===== src/rtl/enc4to2_queue_if.sv =====
// Request/grant bundle for enc4to2_queue: request capture, encoded output stream and status.
// master is the encoder side; slave is the request source / index consumer side.
interface enc4to2_queue_if;
   logic       EN;
   logic [3:0] in;
   logic [1:0] out;
   logic       valid;
   logic       ready;
   logic [3:0] pending;
   logic       overflow;

   modport master (
      input  EN,
      input  in,
      input  ready,
      output out,
      output valid,
      output pending,
      output overflow
   );

   modport slave (
      output EN,
      output in,
      output ready,
      input  out,
      input  valid,
      input  pending,
      input  overflow
   );
endinterface


===== src/rtl/enc4to2_queue.sv =====
// Sequential 4-to-2 encoder: queues asserted request lines and emits one index per accept.
// Define ENC_ROUND_ROBIN_EN for rotating priority; otherwise fixed priority per PRIO_LOW_FIRST.
module enc4to2_queue #(
   parameter int unsigned PRIO_LOW_FIRST = 1
) (
   input logic             clk,
   input logic             rst_n,
   enc4to2_queue_if.master bus
);
   logic [3:0] pending_q, pending_d;
   logic [1:0] out_q, out_d;
   logic       valid_q, valid_d;
   logic       overflow_q, overflow_d;
   logic [3:0] elig, grant;
   logic [1:0] grant_idx;
   logic       load;

   assign elig = pending_q | (bus.EN ? bus.in : 4'b0000);
   assign load = !valid_q || bus.ready;

`ifdef ENC_ROUND_ROBIN_EN
   logic [1:0] ptr_q, ptr_d;

   // Walk offsets 4..1 from the pointer; the last hit is the nearest after last_granted.
   always_comb begin
      grant_idx = 2'd0;
      for (int i = 3; i >= 0; i--) begin
         if (elig[ptr_q + 2'(i + 1)]) grant_idx = ptr_q + 2'(i + 1);
      end
   end

   assign ptr_d = (load && (|elig)) ? grant_idx : ptr_q;

   always_ff @(posedge clk or negedge rst_n) begin
      if (!rst_n) ptr_q <= 2'd3;
      else        ptr_q <= ptr_d;
   end
`else
   always_comb begin
      grant_idx = 2'd0;
      if (PRIO_LOW_FIRST != 0) begin
         for (int i = 3; i >= 0; i--) begin
            if (elig[i]) grant_idx = 2'(i);
         end
      end else begin
         for (int i = 0; i < 4; i++) begin
            if (elig[i]) grant_idx = 2'(i);
         end
      end
   end
`endif

   assign grant = 4'b0001 << grant_idx;

   always_comb begin
      out_d     = out_q;
      valid_d   = valid_q;
      pending_d = elig;
      if (load) begin
         if (|elig) begin
            out_d     = grant_idx;
            valid_d   = 1'b1;
            pending_d = elig & ~grant;
         end else begin
            valid_d   = 1'b0;
            pending_d = 4'b0000;
         end
      end
   end

   // The held out index is not in pending, so re-requesting it is not an overflow.
   assign overflow_d = bus.EN && (|(bus.in & pending_q));

   always_ff @(posedge clk or negedge rst_n) begin
      if (!rst_n) begin
         out_q      <= 2'b00;
         valid_q    <= 1'b0;
         pending_q  <= 4'b0000;
         overflow_q <= 1'b0;
      end else begin
         out_q      <= out_d;
         valid_q    <= valid_d;
         pending_q  <= pending_d;
         overflow_q <= overflow_d;
      end
   end

   assign bus.out      = out_q;
   assign bus.valid    = valid_q;
   assign bus.pending  = pending_q;
   assign bus.overflow = overflow_q;
endmodule


===== src/flat_wrapper.sv =====
// flat-port wrapper written by rule: the top's interface ports become plain ports
module enc4to2_queue_flat 
#(
   parameter int unsigned PRIO_LOW_FIRST = 1
)
  (clk, rst_n, bus_EN, bus_in, bus_ready, bus_out, bus_valid, bus_pending, bus_overflow);
  enc4to2_queue_if bus_i ();
  input logic clk;
  input logic rst_n;
  input wire logic [$bits(bus_i.EN)-1:0] bus_EN;
  input wire logic [$bits(bus_i.in)-1:0] bus_in;
  input wire logic [$bits(bus_i.ready)-1:0] bus_ready;
  output wire logic [$bits(bus_i.out)-1:0] bus_out;
  output wire logic [$bits(bus_i.valid)-1:0] bus_valid;
  output wire logic [$bits(bus_i.pending)-1:0] bus_pending;
  output wire logic [$bits(bus_i.overflow)-1:0] bus_overflow;
  assign bus_i.EN = bus_EN;
  assign bus_i.in = bus_in;
  assign bus_i.ready = bus_ready;
  assign bus_out = bus_i.out;
  assign bus_valid = bus_i.valid;
  assign bus_pending = bus_i.pending;
  assign bus_overflow = bus_i.overflow;
  enc4to2_queue #(.PRIO_LOW_FIRST(PRIO_LOW_FIRST)) u_core (.clk(clk), .rst_n(rst_n), .bus(bus_i));
endmodule

===== config.mk =====
export PLATFORM = sky130hd
export DESIGN_NAME = enc4to2_queue_flat
export DESIGN_NICKNAME = d
export VERILOG_FILES = /design/src/rtl/enc4to2_queue_if.sv /design/src/rtl/enc4to2_queue.sv /design/src/flat_wrapper.sv
export SDC_FILE = /design/constraint.sdc
export NUM_CORES = 1
export LEC_CHECK = 0
export BUFFER_PORTS_ARGS = -buffer_cell sky130_fd_sc_hd__buf_2
export CELL_PAD_IN_SITES_DETAIL_PLACEMENT = 0
export CELL_PAD_IN_SITES_GLOBAL_PLACEMENT = 2
export CORE_UTILIZATION = 25
export DETAILED_ROUTE_END_ITERATION = 12
export GPL_TIMING_DRIVEN = 0
export HOLD_SLACK_MARGIN = 0.02
export PLACE_DENSITY = 0.81
export SETUP_SLACK_MARGIN = 0.02
export SYNTH_ARGS = -nofsm -noshare
export SYNTH_HDL_FRONTEND = slang
export SYNTH_SLANG_ARGS = --single-unit

===== constraint.sdc =====
create_clock -name clk -period 1.16 [get_ports clk]
set_input_delay 0.232 -clock clk [delete_from_list [all_inputs] [get_ports clk]]
set_output_delay 0.232 -clock clk [all_outputs]
set_load 0.005 [all_outputs]

### Yosys cells after proc, flatten, opt, wreduce, memory -nomap -nowiden

Index checks and enable logic that the tools add are counted.

| word-level totals | value |
|---|---|
| word-level logic and storage cells | 23 |
| input bits | 8 |
| output and inout bits | 8 |
| register bits | 8 |

| cells by class | value |
|---|---|
| shift-type cells | 1 |
| bitwise operators | 4 |
| reduce and logical (&&, ||, !) cells | 6 |
| multiplexer cells | 8 |

Operators with widths:

| kind | count |
|---|---|
| 4-bit two-way mux | 3 |
| 4-bit AND | 2 |
| 2-bit two-way mux | 4 |
| 4-bit OR reduction | 2 |
| 4-bit inverter | 1 |
| 4-bit OR | 1 |
| 1-bit by 2-bit << shifter with 4-bit output (first input constant) | 1 |
| 2-bit AND reduction | 1 |
| 1-bit logical AND | 1 |
| 1-bit zero test | 1 |
| 1-bit logical OR | 1 |
| 1-bit two-way mux | 1 |

### Depth between registers and ports, before layout

| depth | value |
|---|---|
| depth after elaboration | 11 |
| depth in mapped cells | 3 |
| depth with buffers taken out | 3 |

### Worst setup path after synthesis

OpenSTA, ideal clock, no wires.

| timing | value |
|---|---|
| path kind | flip-flop to flip-flop |
| start | register u_core.pending_q[2] (netlist: u_core.bus.pending[2]) |
| end | register u_core.out_q[1] (netlist: u_core.bus.out[1]) |
| stages on the path, launching flop included | 4 |
| slack | 0.110 ns |
| arrival time | 0.924 ns |
| clock period less this slack | 1.050 ns |
| path buffers | 0 |
| required time | 1.033 ns |
| library setup time | 0.127 ns |
| cells stage by stage | dfrtp_1 -> nor2_1 -> a21oi_1 -> o2bb2a_1 |

| on the way | value |
|---|---|
| longest elaborated chain between the ends | 4 |
| elaborated cells on any way between the ends | 6 |
| those cells by class | mux (3); bitwise (1); reduce/logical (2) |

RTL lines:

| element | RTL line | RTL |
|---|---|---|
| start, declared | enc4to2_queue.sv:10 | `logic [3:0] pending_q, pending_d;` |
| start signal, assigned | enc4to2_queue.sv:83 | `pending_q <= pending_d;` |
| 4-bit OR (*) | enc4to2_queue.sv:18 | `assign elig = pending_q \| (bus.EN ? bus.in : 4'b0000);` |
| 2-bit two-way mux (3 in series) | enc4to2_queue.sv:43 | `if (elig[i]) grant_idx = 2'(i);` |
| end signal, assigned | enc4to2_queue.sv:81 | `out_q <= out_d;` |
| end, declared | enc4to2_queue.sv:11 | `logic [1:0] out_q, out_d;` |

Mark *: on every way between the ends. The rest lies on a longest branch, timed or not.
A chain may end at the register's enable or synchronous reset.

### Final worst setup path

| timing | value |
|---|---|
| start | register u_core.pending_q[1] (netlist: u_core.bus.pending[1]) |
| end | output bus_pending[1] |

RTL lines:

| element | RTL line | RTL |
|---|---|---|
| end, declared | flat_wrapper.sv:15 | `output wire logic [$bits(bus_i.pending)-1:0] bus_pending;` |

No word-level cell between the ends.

==> flow_summary_export.csv <==
group,metric,value,unit
cts,clock_sinks,8,
run,maxCapViolations,0,
synthesis,synth_fp_nets,45,
cts,numCtsBuffers,3,
timing,slew_violations,0,
worst_setup_path,crit_path_start,"u_core.bus.pending[1]",
finish,antenna_cells,0,
synthesis,synth-main-ff-cell,"dfrtp_1",
worst_setup_path,cp-start-kind,"flop",
worst_setup_path,r2r_start,"u_core.bus.pending[1]",
floorplan,io_pins,16,
synthesis,synth_seq_cells,8,
cts,worstSkewPairLatency,260,ps
grt,grtUsageMet3,7.83,%
synthesis,synth_top_area_share,51.4,%
placed_design,io_buffer_count,15,
timing,maxSlewHeadroom,80.9,%
cts,cts.path.max_buffers,2,
synthesis,syn-cell-area,389,µm²
worst_setup_path,cp-end-kind,"primary output",
floorplan,fp-row-count,13,
grt,gr-total-overflow,0,
synthesis,synth_edf_count,0,
worst_setup_path,worstPathRequired,930,ps
timing,setup_tns,0,ps
finish,fin_area,542,µm²
routing,wl_per_cell,13.8,µm
placed_design,dpl.hpwl,700,µm
worst_setup_path,rr_worst_depth,2,
synthesis,syn_area_per_cell,10.5,µm²
finish,drive_gt1_share,50.9,%
synthesis,synthArstFlopShare,100,%
timing,rsz0062_at_grt,"false",
floorplan,die_area,0.00172,mm²
power_and_ir_drop,leakagePower,0.245,nW
cts,cts_tree,"built",
synthesis,ys_warn_count,0,
synthesis,yosysMostFrequentCell,"dfrtp_1",
power_and_ir_drop,ir_drop,0.000877,V
worst_setup_path,worstPathArrival,860,ps
routing,antenna_left,0,
floorplan,initial_core_util,28.5,%
synthesis,synth.distinct_cells,20,
worst_hold_path,hold_depth,3,
status,status,"complete, no violations",
grt,grt_pass1_wl,1.64,mm
floorplan,core_area,0.00137,mm²
worst_setup_path,path_max_fanout,7,
routing,vias,374,
cts,cts_root_buffer,"clkbuf_4",
power_and_ir_drop,power,802,µW
finish,nets,67,
timing,hold_viol,0,
grt,gr-usage-met1,17.6,%
synthesis,synth_top_area_cell,"dfrtp_1",
cts,clkSlewWorstSetupHoldPaths,60,ps
grt,grt_use_total,12.7,%
grt,gr-usage-met2,15.9,%
routing,drt_iter0_drc,4,
finish,syn_to_final_growth,39.2,%
routing,routed_wl,991,µm
placed_design,placed_area,483,µm²
timing,timing.fmax,914,MHz
placed_design,gp_congestion,0.685,
timing,min_period,1090,ps
power_and_ir_drop,p_per_area,1480,mW/mm²
worst_hold_path,worst_hold_startpoint,"bus_in[3]",
worst_setup_path,slowest_delay,460,ps
timing,finalSetupViolations,0,
routing,route.detailed.drc,0,
worst_hold_path,min_path_type,"input port to flop",
timing,whs,286,ps
worst_setup_path,setup.worst_path.class,"flop to primary output",
grt,antenna_found_initial,0,
worst_setup_path,worstPathCellList,"buf_2",
synthesis,ys_seq_area_share,51.4,%
timing,timing.final.crit_share,94.3,%
worst_setup_path,cp_slowest_cell,"dfrtp_2",
worst_setup_path,path_delay_family,"flip-flops",
floorplan,die_w,41.5,µm
synthesis,syn_inst,37,
cts,ctsHtreeMaxLevel,1,
worst_setup_path,worst-path-buf-inv,1,
synthesis,synth.area.top_cells,"dfrtp_1 51%, a21oi_1 7.7%, a22oi_1 3.9%",
worst_setup_path,path_depth,1,
grt,busiest_layer,"met1",
routing,dr.pass1.iters,2,
timing,fin_skew,13.4,ps
grt,grt_max_degree,9,
synthesis,synth_common_cells,"8 x dfrtp_1, 6 x a21oi_1, 4 x nor2_1",
routing,via_per_inst,5.19,
grt,grt_pass1_vias,356,
timing,tightest_slew,283,ps
floorplan,fp.dieH,41.5,µm
flip-flops by register name, indices dropped and copies added (netlist names):
signal and count:
u_core.bus.pending 4, u_core.bus.out 2, u_core.bus.overflow 1, u_core.bus.valid 1
metrics by stage:
stage               util [%]  worst slack [ps]  std cells
finish                  39.7              66.5         72
global route            39.7              25.1         72
CTS                     37.9              29.8         71
detailed placement      35.3              39.0         67
global placement        35.3              40.7         67
floorplan                  -               110         37
worst paths after layout:
check	end	slack (ps)
max	bus_pending[1]	70
min	u_core.bus.pending[3]	290
max reg2reg	u_core.bus.pending[3]	70
min reg2reg	u_core.bus.out[1]	510
max in group asynchronous	u_core.bus.pending[0]	610
min in group asynchronous	u_core.bus.pending[3]	350
cell type report:
cell class                 count  area (µm²)
inverter                       1        3.75
fill                         151         825
sequential                     8         204
multi-input combinational     28         200
timing repair buffer          17        92.6
clock buffer                   3        22.5
tap                           15        18.8
power breakdown:
group | internal, mW | switching (mW)
clock network | 0.119 | 0.0986
logic | 0.111 | 0.0970
registers | 0.325 | 0.0525
total | 0.554 | 0.248
layer usage:
layer  share of wire (%)  vias to the layer above
li1                    -                      182
met1                  46                      177
met2                  43                       15
met3                  10                        0
met4                   0                        0
met5                   0                        -
cells by family after synthesis:
group	share of synthesized area, %
compound gates	29.6
simple gates	18.0
flops	51.4
buf+inv	0.964
timing repair:
action                     4_1_cts  5_1_grt
hold endpoints to repair         8        0
resized for setup                1        6
setup endpoints to repair        1        5
hold buffers                     1        0
pin swaps                        0        1
buffers inserted                 0        1
layout by cell type, fill, tap and decap left out, types with 2 or more instances in the layout:
cell / n
a21oi_1: 4
a21oi_2: 2
a22oi_1: 2
buf_2: 15
clkbuf_4: 3
dfrtp_1: 5
dfrtp_2: 3
nor2_1: 3
o21ai_0: 2
(Power assumes the default switching activity.)
